File: src/rtl/serial_operand_feeder.sv
// Feeds two WIDTH-bit operands LSB-first into a bit-serial adder, with a one-cycle
// carry-clear before each frame and framing flags for the downstream collector.
module serial_operand_feeder #(
  parameter int WIDTH = 8,
  parameter int IW    = $clog2(WIDTH)
) (
  input  logic             clk,
  input  logic             rst,
  input  logic             in_valid,
  output logic             in_ready,
  input  logic [WIDTH-1:0] op_a,
  input  logic [WIDTH-1:0] op_b,
  output logic             a,
  output logic             b,
  output logic             adder_rst,
  output logic             bit_valid,
  output logic [IW-1:0]    bit_index,
  output logic             last_bit,
  output logic             busy,
  output logic             done
);

  typedef enum logic [1:0] {IDLE, CLEAR, SHIFT, DONE} state_t;

  localparam logic [IW-1:0] LAST = IW'(WIDTH - 1);

  state_t           state, state_nxt;
  logic [WIDTH-1:0] sh_a, sh_b;
  logic [IW-1:0]    cnt;

  always_ff @(posedge clk) begin
    if (rst) begin
      state <= IDLE;
      sh_a  <= '0;
      sh_b  <= '0;
      cnt   <= '0;
    end else begin
      state <= state_nxt;
      case (state)
        IDLE: if (in_valid) begin
          sh_a <= op_a;
          sh_b <= op_b;
          cnt  <= '0;
        end
        SHIFT: begin
          sh_a <= {1'b0, sh_a[WIDTH-1:1]};
          sh_b <= {1'b0, sh_b[WIDTH-1:1]};
          // counter parks on the last index so it never wraps inside a frame
          if (cnt != LAST) cnt <= cnt + 1'b1;
        end
        default: ;
      endcase
    end
  end

  always_comb begin
    state_nxt = state;
    in_ready  = 1'b0;
    a         = 1'b0;
    b         = 1'b0;
    bit_valid = 1'b0;
    bit_index = '0;
    last_bit  = 1'b0;
    busy      = 1'b1;
    done      = 1'b0;
    case (state)
      IDLE: begin
        in_ready = 1'b1;
        busy     = 1'b0;
        if (in_valid) state_nxt = CLEAR;
      end
      CLEAR: state_nxt = SHIFT;
      SHIFT: begin
        a         = sh_a[0];
        b         = sh_b[0];
        bit_valid = 1'b1;
        bit_index = cnt;
        last_bit  = (cnt == LAST);
        if (cnt == LAST) state_nxt = DONE;
      end
      DONE: begin
        done      = 1'b1;
        state_nxt = IDLE;
      end
      default: state_nxt = IDLE;
    endcase
  end

  // the adder's carry is held clear during our own reset as well as each frame start
  assign adder_rst = rst || (state == CLEAR);

endmodule

File: config.mk
export PLATFORM = sky130hd
export DESIGN_NAME = serial_operand_feeder
export DESIGN_NICKNAME = d
export VERILOG_FILES = /design/src/rtl/serial_operand_feeder.sv
export SDC_FILE = /design/constraint.sdc
export NUM_CORES = 1
export LEC_CHECK = 0
export ABC_AREA = 1
export CAP_MARGIN = 20
export CORE_AREA = 4 4 55 57
export CTS_CLUSTER_SIZE = 16
export DETAILED_ROUTE_END_ITERATION = 7
export DIE_AREA = 0 0 59 61
export PLACE_DENSITY = 0.71
export SETUP_SLACK_MARGIN = 0.2
export SLEW_MARGIN = 20
export SYNTH_ARGS = -nofsm -noshare
export SYNTH_HDL_FRONTEND = slang
export SYNTH_SLANG_ARGS = --single-unit
File: constraint.sdc
create_clock -name clk -period 3.1 [get_ports clk]
set_clock_uncertainty 0.1 [all_clocks]
set_input_delay 0.62 -clock clk [delete_from_list [all_inputs] [get_ports clk]]
set_output_delay 0.62 -clock clk [all_outputs]
set_load 0.1 [all_outputs]
==> metrics.yaml, run 1 <==
min_period_over_period_pct: 81.79
row_count: 18
drive_gt1_share_pct: 11.50
start_util_pct: 45.05
status: "completed"
placed_cell_area_mm2: 0.001400
setup_ws_ns: 0.5645
grt_pass1_vias: 975
design_area_mm2: 0.001428
grt_pass1_wl_um: 4071
cp_data_required_time_ns: 2.38
nets: 227
drtIter0Drc: 23
finalSetupViolations: 0
rr_worst_depth: 6
clock_latency_ns: 0.31
seq_area_um2: 420.4
via_count: 1075
totalWireLength_um: 2500
dr.pass1.iters: 4
wl_per_cell_um: 10.87
hold_start: "sh_a[7]"
ys_seq_area_share_pct: 37.67
cts_tree: "built"
synth_area_mm2: 0.001116
rrSetupSlack_ns: 0.90
dieArea_mm2: 0.003599
synthCells: 173
power_per_cell_area_mw_per_mm2: 921.0
area_delta_synth_final_pct: 27.91
synthDistinctLibCells: 18
peakVddDrop_mv: 0.8776
syn_avg_cell_area_um2: 6.451
num_io_pins: 30
multiInputGateArea_um2: 599.3
holdPathStages: 2
track_usage_pct: 14.73
max-clock-path-buffers: 2
place_congestion: 0.7766
slew_headroom_pct: 61.07
drc: 0
final_core_util_pct: 57.63
layout_commonest_cell: "nand2_1"
cts.repair.resized: 0
hold_viol: 0
whs_ns: 0.3715
cts_setup_buffers: 0
worst_setup_path_start_kind: "flip-flop"
rsz0062_at_grt: "no"
via_per_inst: 4.674
overflow: 0
cts_buffers: 3
antenna_found_initial: 0
cts.clk_slew.worst_paths_ns: 0.12
yosys_warnings: 0
path_max_fanout: 24
drt.antenna.violating_nets: 0
worstMarginPinSlew_ns: 0.5839
crit_start: "state[0]"
end_kind: "primary output"
syn_nets: 199
tns_ns: 0
coreArea_mm2: 0.002477
max_freq_ghz: 0.3944
crit-reg2reg-launch: "state[0]"
synth-seq-cells: 21
p_leak_nw: 0.7122
num-fill-cells: 232
cts.sinks: 21
drv_slew: 0
fin_crit_ns: 2.536
place_ws_ns: 0.8684
hold_path.class: "reg2reg"
grt_max_degree: 25
chipWidth_um: 59
hold_buffers: 0
root_buffer: "clkbuf_4"
dp_hpwl_um: 1670
die_y_um: 61
diodes: 0
numPortBuffers: 29
most-common-layout-cells: "88 x nand2_1, 21 x dfxtp_1, 19 x a21oi_1"
h-tree-depth: 1
cap_violations: 0
path_class: "reg2out"
worstPathArrival_ns: 1.82
## stage by stage
step           cells  power [mW]
2_1_floorplan    173       1.045
3_3_place_gp     226       1.174
3_5_place_dp     226       1.188
4_1_cts          230       1.326
5_1_grt          230       1.416
6_report         230       1.315
## path summary, 6_finish.rpt
path	to
max	last_bit
min	sh_a[7]
max reg2reg	sh_b[4]
min reg2reg	sh_a[7]
## worst max-delay path, cell delays in order, from the launching register on
cell     delay (ns)
dfxtp_1        0.35
inv_1          0.12
ha_2           0.51
nand2_1        0.15
inv_1          0.09
buf_4          0.28
## where the power goes
part | total (mW) | internal [mW] | switching, mW
clock | 0.138 | 0.0483 | 0.0897
sequential | 0.386 | 0.344 | 0.0418
combinational | 0.791 | 0.207 | 0.584
## cell usage after synthesis
cell | n | area share (%)
nand2_1 | 88 | 30
dfxtp_1 | 21 | 38
a21oi_1 | 19 | 8.5
inv_1 | 15 | 5.0
ha_1 | 7 | 7.8
nand3_1 | 4 | 1.8
buf_2 | 3 | 1.3
nor2_1 | 3 | 1.0
clkbuf_1 | 2 | 0.67
nand2_2 | 2 | 1.1
nand4_1 | 2 | 1.1
buf_4 | 1 | 0.67
buf_6 | 1 | 1.0
inv_2 | 1 | 0.34
nor3_1 | 1 | 0.45
o21ai_0 | 1 | 0.45
o21ai_2 | 1 | 0.78
or2_2 | 1 | 0.56
## registers in the layout, summed over array words and instances, names as in the netlist
name and flops:
state 2, cnt 3, sh_b 8, sh_a 8
## area by class of cell
| class | instances | area share (%) |
|---|---|---|
| clock buffer | 3 | 1.578 |
| clock inverter | 1 | 0.3506 |
| inverter | 16 | 4.207 |
| multi-input combinational | 129 | 41.98 |
| sequential | 21 | 29.45 |
| tap | 30 | 2.629 |
| timing repair buffer | 30 | 19.81 |
## metal layers
metal	global-route usage, %	share of wire (%)
met4	3.236	0.60
met5	0	0
met2	25.24	46
met1	18.02	46
met3	4.894	7.6
## cells by family (layout without fill, tap and decap cells)
group	after synthesis	count (layout)	share of synthesized area [%]
flops	21	21	37.67
buf+inv	23	50	9.080
simple gates	101	101	35.65
compound gates	21	21	9.753
fa+ha+maj	7	7	7.847
(Power assumes the default switching activity.)
==> run 2, diff against run 1 <==
--- a/config.mk
+++ b/config.mk
@@ -7,11 +7,11 @@
 export LEC_CHECK = 0
 export ABC_AREA = 1
 export CAP_MARGIN = 20
-export CORE_AREA = 4 4 55 57
+export CORE_AREA = 4 4 57 59
 export CTS_CLUSTER_SIZE = 16
 export DETAILED_ROUTE_END_ITERATION = 7
-export DIE_AREA = 0 0 59 61
-export PLACE_DENSITY = 0.71
+export DIE_AREA = 0 0 61 63
+export PLACE_DENSITY = 0.69
 export SETUP_SLACK_MARGIN = 0.2
 export SLEW_MARGIN = 20
 export SYNTH_ARGS = -nofsm -noshare
==> constraint.sdc (replaced) <==
create_clock -name clk -period 2.1 [get_ports clk]
set_clock_uncertainty 0.1 [all_clocks]
set_input_delay 0.42 -clock clk [delete_from_list [all_inputs] [get_ports clk]]
set_output_delay 0.42 -clock clk [all_outputs]
set_load 0.1 [all_outputs]
==> metrics.yaml, run 2 (same netlist as run 1, synthesis figures left out) <==
status: "completed"
place_congestion: 0.8294
place_inst: 229
track_usage_pct: 15.22
numPortBuffers: 29
antenna_found_initial: 0
drv_slew: 0
max_freq_ghz: 0.5376
hold_viol: 0
path_max_fanout: 11
max-clock-path-buffers: 2
grt_pass1_wl_um: 4567
cts.sinks: 21
tns_ns: 0
dr.pass1.iters: 4
cts_tree: "built"
area_delta_synth_final_pct: 55.16
row_count: 19
hold_path.class: "reg2reg"
dieArea_mm2: 0.003843
die_y_um: 63
p_total_mw: 2.356
p_leak_nw: 0.7341
place_ws_ns: 0.2725
worstMarginPinSlew_ns: 0.3206
start_util_pct: 41.18
cap_violations: 0
coreArea_mm2: 0.002710
drive_gt1_share_pct: 23.70
num_io_pins: 30
slowest_stage: "dfxtp_2"
chipWidth_um: 61
pwr-share-clk_pct: 8.1
cp_data_required_time_ns: 1.58
rsz0062_at_grt: "yes"
dp_hpwl_um: 1847
layout_commonest_cell: "nand2_1"
via_per_inst: 4.657
cts_buffers: 3
totalWireLength_um: 2729
worst_setup_path_start_kind: "flip-flop"
nets: 238
via_count: 1127
peakVddDrop_mv: 1.360
wl_per_cell_um: 11.28
end_kind: "primary output"
p_int_mw: 1.187
diodes: 0
path_class: "reg2out"
drt.antenna.violating_nets: 0
p_sw_mw: 1.169
finalSetupViolations: 0
setup_ws_ns: 0.2400
pwr-share-seq_pct: 25.3
overflow: 0
instances_no_fill: 242
grt_max_degree: 21
path_cells: "inv_4, ha_4, nand2_1, clkinvlp_4, buf_12"
clock_latency_ns: 0.29
design_area_mm2: 0.001732
power_per_cell_area_mw_per_mm2: 1360
worstPathArrival_ns: 1.34
reg_top3: "sh_a (8), sh_b (8), cnt (3)"
drtIter0Drc: 42
drc: 0
max_stage_delay_ns: 0.38
slew_headroom_pct: 78.60
h-tree-depth: 1
fin_crit_ns: 1.860
min_period_over_period_pct: 88.57
most-common-layout-cells: "86 x nand2_1, 19 x a21oi_1, 18 x clkdlybuf4s50_1"
p_comb_share_pct: 66.7
switching_share_pct: 49.63
root_buffer: "clkbuf_4"
cts.clk_slew.worst_paths_ns: 0.11
placed_cell_area_mm2: 0.001600
grt_pass1_vias: 1070
run 2: what timing repair did:
action,in CTS,in global routing
gates resized for setup,5,5
endpoints found under the hold margin,0,0
setup endpoints to repair,7,8
pin swaps,1,2
hold buffers,0,0
gates cloned,0,0
setup buffers,5,4
run 2: area by class of cell:
type	count	area [µm²]
Timing Repair Buffer	41	490.5
Sequential cell	21	427.9
Inverter	16	91.34
Clock buffer	4	26.28
Fill cell	247	978.4
Tap cell	31	38.79
Multi-Input combinational cell	129	656.9
run 2: metal layers:
metal  GRT usage, %  vias up  part of all wire [%]
met2          25.00       26                    46
met1          20.13      488                    47
met4          4.065        0                  0.44
met3          2.479        2                   6.0
met5              0        -                     0
li1               -      611                     -
run 2: power groups by stage:
| stage | combinational, mW | clock, mW | sequential [mW] |
|---|---|---|---|
| after detailed placement | 1.44 | 0 | 0.595 |
| after global routing | 1.70 | 0.217 | 0.609 |
| final | 1.57 | 0.190 | 0.595 |
| after global placement | 1.42 | 0 | 0.588 |
| after floorplan | 1.08 | 0 | 0.578 |
| after CTS | 1.52 | 0.198 | 0.588 |
run 2: critical path, delay by kind of cell, from the launching register on:
family,cells,cell delay [ns]
DFF,1,0.38
buffers and inverters,3,0.34
adders and majority gates,1,0.20
and+or+nand+nor,1,0.12
run 2: final timing paths:
kind	to	startpoint	cells after the start	slack, ns
worst max-delay path	b	state[0]	5	0.24
worst max register to register	sh_b[3]	state[0]	8	0.38
worst min-delay path	sh_b[2]	sh_b[2]	2	0.36
worst min register to register	sh_b[2]	sh_b[2]	2	0.36
run 2: stage by stage:
stage	util [%]	hold slack, ns
final	63.90	0.3623
after detailed placement	59.05	0.3472
after floorplan	-	0.3321
after global placement	59.05	0.3379
after global routing	63.90	0.3769
after CTS	61.82	0.3632
==> variant 1, RTL diff (flow settings as in run 2) <==
Make the reset (`rst`) asynchronous in one clocked block.
--- a/src/rtl/serial_operand_feeder.sv
+++ b/src/rtl/serial_operand_feeder.sv
@@ -29,5 +29,5 @@
   logic [IW-1:0]    cnt;
 
-  always_ff @(posedge clk) begin
+  always_ff @(posedge clk or posedge rst) begin
     if (rst) begin
       state <= IDLE;
Formal check against the unedited RTL: differs if rst is asserted again (counterexample within 4 cycles, from zero or initial values and one cycle with rst high); with rst held inactive, the same outputs for 10 cycles.
==> variant 1 against run 2 <==
- cell count grew 0.83%
- sequential cell count unchanged
- synthesized cell count down 1.7%
- count of clock-buffer cells in the layout is 1 lower
- setup slack worse by 170 ps
- routed wire length grew 10%
- design area up 6.9%
- power grew 28%
- area after synthesis is 7.8% higher
==> variant 1: results (changes against run 2) <==
stage,metric,value,unit,change
route,initial drt markers,52,,+24%
cells_and_area,layout cells sized above 1,0.258,,+0.0212
yosys,syn_nets,196,,-1.5%
placed_design,RePlAce Congestion,0.794,,-4.3%
power_and_ir_drop,net load switching power,1.55,mW,+32%
route,DRT met1 WL,1280,microns,-0.39%
power_and_ir_drop,Leak,0.979,nW,+33%
run_status,status,"complete, no violations",,
route,met3 WL,112,microns,-31%
global_route,met3 Track Usage GR,0.0537,,+0.0289
global_route,first-pass GRT wire length,5160,microns,+13%
global_route,grt met2 use,0.306,,+0.0561
setup_path,Critical Path Start,state[1]$_DFFE_PP0P_,,
cts,"Clk Latency, worst-skew pair",320,ps,+30 ps
yosys,adder-cell share of the synthesized area,0.0728,,-0.00571
setup_path,crit path DAT,1510,ps,+170 ps
hold_path,type of the worst min-delay path,in -> async,,
cts,Resized Gates After CTS,9,,+4
global_route,largest net degree at the start of global routing,22,,+4.8%
setup_path,R2R Setup Slk,290,ps,-90 ps
timing,Slew headroom,0.814,,+0.0277
cells_and_area,Filler cells,210,,-15%
route,via count,1144,,+1.5%
power_and_ir_drop,Clk network pwr share,0.066,,-0.015
setup_path,slowest CP cell,dfrtp_1,,
power_and_ir_drop,VDD IR max,1.35,mV,-0.77%
[variant 1: final cells by class]
type                    count  area share
well taps                  31      0.0209
repair buffers             45       0.291
multi-input cells         127       0.341
clock buffers               3      0.0122
inverters                  16      0.0486
flip-flops and latches     21       0.284
clock inverters             1     0.00270
[variant 1: stage by stage]
stage / power [mW] / hold slack, ps / cell area [sq um] / cells
2_1_floorplan: 2.12 / 297 / 1280 / 170
3_3_place_gp: 2.51 / 354 / 1670 / 226
3_5_place_dp: 2.55 / 358 / 1670 / 226
4_1_cts: 2.99 / 340 / 1830 / 243
5_1_grt: 3.28 / 375 / 1850 / 244
6_report: 3.03 / 352 / 1850 / 244
[variant 1: worst paths after layout]
path                                       end  cells after the start
setup / recovery                             a                      6
hold / removal             sh_b[1]$_DFFE_PP0P_                      3
setup reg to reg           sh_b[4]$_DFFE_PP0P_                     10
hold reg to reg            sh_a[5]$_DFFE_PP0P_                      2
max in group asynchronous  sh_b[5]$_DFFE_PP0P_                      3
min in group clk           sh_a[5]$_DFFE_PP0P_                      2
==> variant 2, RTL diff (config.mk and constraints of run 2) <==
Without the edit above. Set the parameter `WIDTH` to 4 (it was 8).
--- a/src/rtl/serial_operand_feeder.sv
+++ b/src/rtl/serial_operand_feeder.sv
@@ -2,5 +2,5 @@
 // carry-clear before each frame and framing flags for the downstream collector.
 module serial_operand_feeder #(
-  parameter int WIDTH = 8,
+  parameter int WIDTH = 4,
   parameter int IW    = $clog2(WIDTH)
 ) (
Ports: changed (resized bit_index, op_a and op_b); port bits go from 30 to 21. No check against the original RTL was run, so the function may have changed too.
==> variant 2 against run 2 <==
- design area fell by 37%
- maximum frequency rose by 0.92%
- cell count fell by 34%
- critical path depth fell by 2
- first-iteration DRC count fell by 83%
- utilization fell by 24 points
- synthesized cell count fell by 40%
- area after synthesis fell by 38%
- largest cell class unchanged
- combinational power fell by 22%
- setup slack improved by 17 ps
- power fell by 27%
- sequential cell count fell by 9
- routed wire length fell by 41%
==> variant 2: results (changes against run 2) <==
stage,metric,value,unit,change
run_status,status,"complete, no violations",,
cells_and_area,biggest regs,"sh_a (4), sh_b (4)",,
power_and_ir_drop,VDD IR max,1.43,mV,+5.2%
yosys,post-synthesis compound-gate area fraction,0.0791,,-0.0184
route,First-pass DRT Iterations,4,,unchanged
power_and_ir_drop,Leak,0.526,nW,-28%
setup_path,Register-to-Register Path Depth,7,,-1
cts,cts bufs inserted,3,,unchanged
setup_path,crit path DAT,1320,ps,-20 ps
setup_path,critical path class,reg -> out,,
global_route,GRT Overall Usage,0.0988,,-0.0534
setup_path,worst r2r dst,sh_a[0]$_SDFFE_PP0P_,,
cts,root buf cell,clkbuf_4,,
power_and_ir_drop,Seq power,0.362,mW,-39%
route,initial drt markers,7,,-83%
route,routed wl met2,795,microns,-37%
yosys,xor-xnor portion of the synthesized cell area,0,,unchanged
hold_path,WHS Endpoint,sh_b[3]$_SDFFE_PP0P_,,
setup_path,crit-path leading delay family,adder cells,,
setup_path,crit path to,bit_valid,,
route,via count,675,,-40%
yosys,distinct cell type count after synthesis,17,,-1
power_and_ir_drop,P_int,0.811,mW,-32%
setup_path,CP Max Fanout,12,,+1
placed_design,DP HPWL,1260,microns,-32%
yosys,syn_nets,122,,-39%
setup_path,R2R Setup Slk,460,ps,+80 ps
yosys,Syn Area/Cell,6.69,sq um,+3.7%
yosys,post-synthesis sequential area ratio,0.345,,-0.0314
placed_design,Port Buffer Count,20,,-31%
timing,worst slew pin tran,298,ps,-22.6 ps
global_route,first-pass GRT wire length,2900,microns,-36%
cts,Worst-path clk slew,70,ps,-40 ps
yosys,"Async S/R FF share, synth",0,,unchanged
hold_path,type of the worst min-delay path,reg -> reg,,
route,max layer used,met4,,
cells_and_area,Filler cells,280,,+13%
route,met3 WL,89,microns,-45%
yosys,Ys Warns,0,,unchanged
cells_and_area,layout cells sized above 1,0.227,,-0.0104
power_and_ir_drop,P_comb,1.23,mW,-22%
placed_design,RePlAce Congestion,0.824,,-0.60%
setup_path,slowest CP cell,ha_2,,
global_route,largest net degree at the start of global routing,13,,-38%
power_and_ir_drop,Power Total,1.73,mW,-27%
yosys,Synth area leaders,"dfxtp_1 35%, nand2_1 17%, ha_1 13%, nor2_1 8.1%, inv_1 6.5%",,
global_route,number of global-route vias before repair,701,,-34%
yosys,adder-cell share of the synthesized area,0.126,,+0.0474
hold_path,HP Start,sh_b[3]$_SDFFE_PP0P_,,
route,DRT Wirelength,1610,microns,-41%
yosys,synth cell count leaders,"32 x nand2_1, 15 x nor2_1, 12 x dfxtp_1, 12 x inv_1, 7 x ha_1",,
route,DRT met1 WL,710,microns,-45%
cells_and_area,Final Instance Count excl. Fillers,159,,-34%
cells_and_area,# nets final,148,,-38%
cts,"Clk Latency, worst-skew pair",260,ps,-30 ps
variant 2: metrics by stage:
step	setup WS, ps	utilization	instance area (sq um)	hold slack, ps
finish	257	0.402	1090	370
global route	178	0.402	1090	396
CTS	169	0.397	1080	369
detailed placement	265	0.387	1050	360
global placement	272	0.387	1050	349
floorplan	225	-	711	334
variant 2: cell type report:
type	count	area, sq um	share of cell area
flip-flops and latches	12	244	0.224
multi-input cells	76	409	0.376
inverters	15	58.8	0.0540
well taps	31	38.8	0.0356
clock buffers	3	22.5	0.0207
repair buffers	22	315	0.290
variant 2: timing repair:
| item | in CTS | in global routing |
|---|---|---|
| cloned | 0 | 0 |
| buffers inserted | 0 | 1 |
| endpoints found under the setup margin | 7 | 6 |
| resized for setup | 3 | 3 |
variant 2: layer usage:
metal	vias up	track usage
met5	-	0
met4	0	0.0407
met3	2	0.0310
met2	13	0.164
met1	293	0.113
li1	367	-
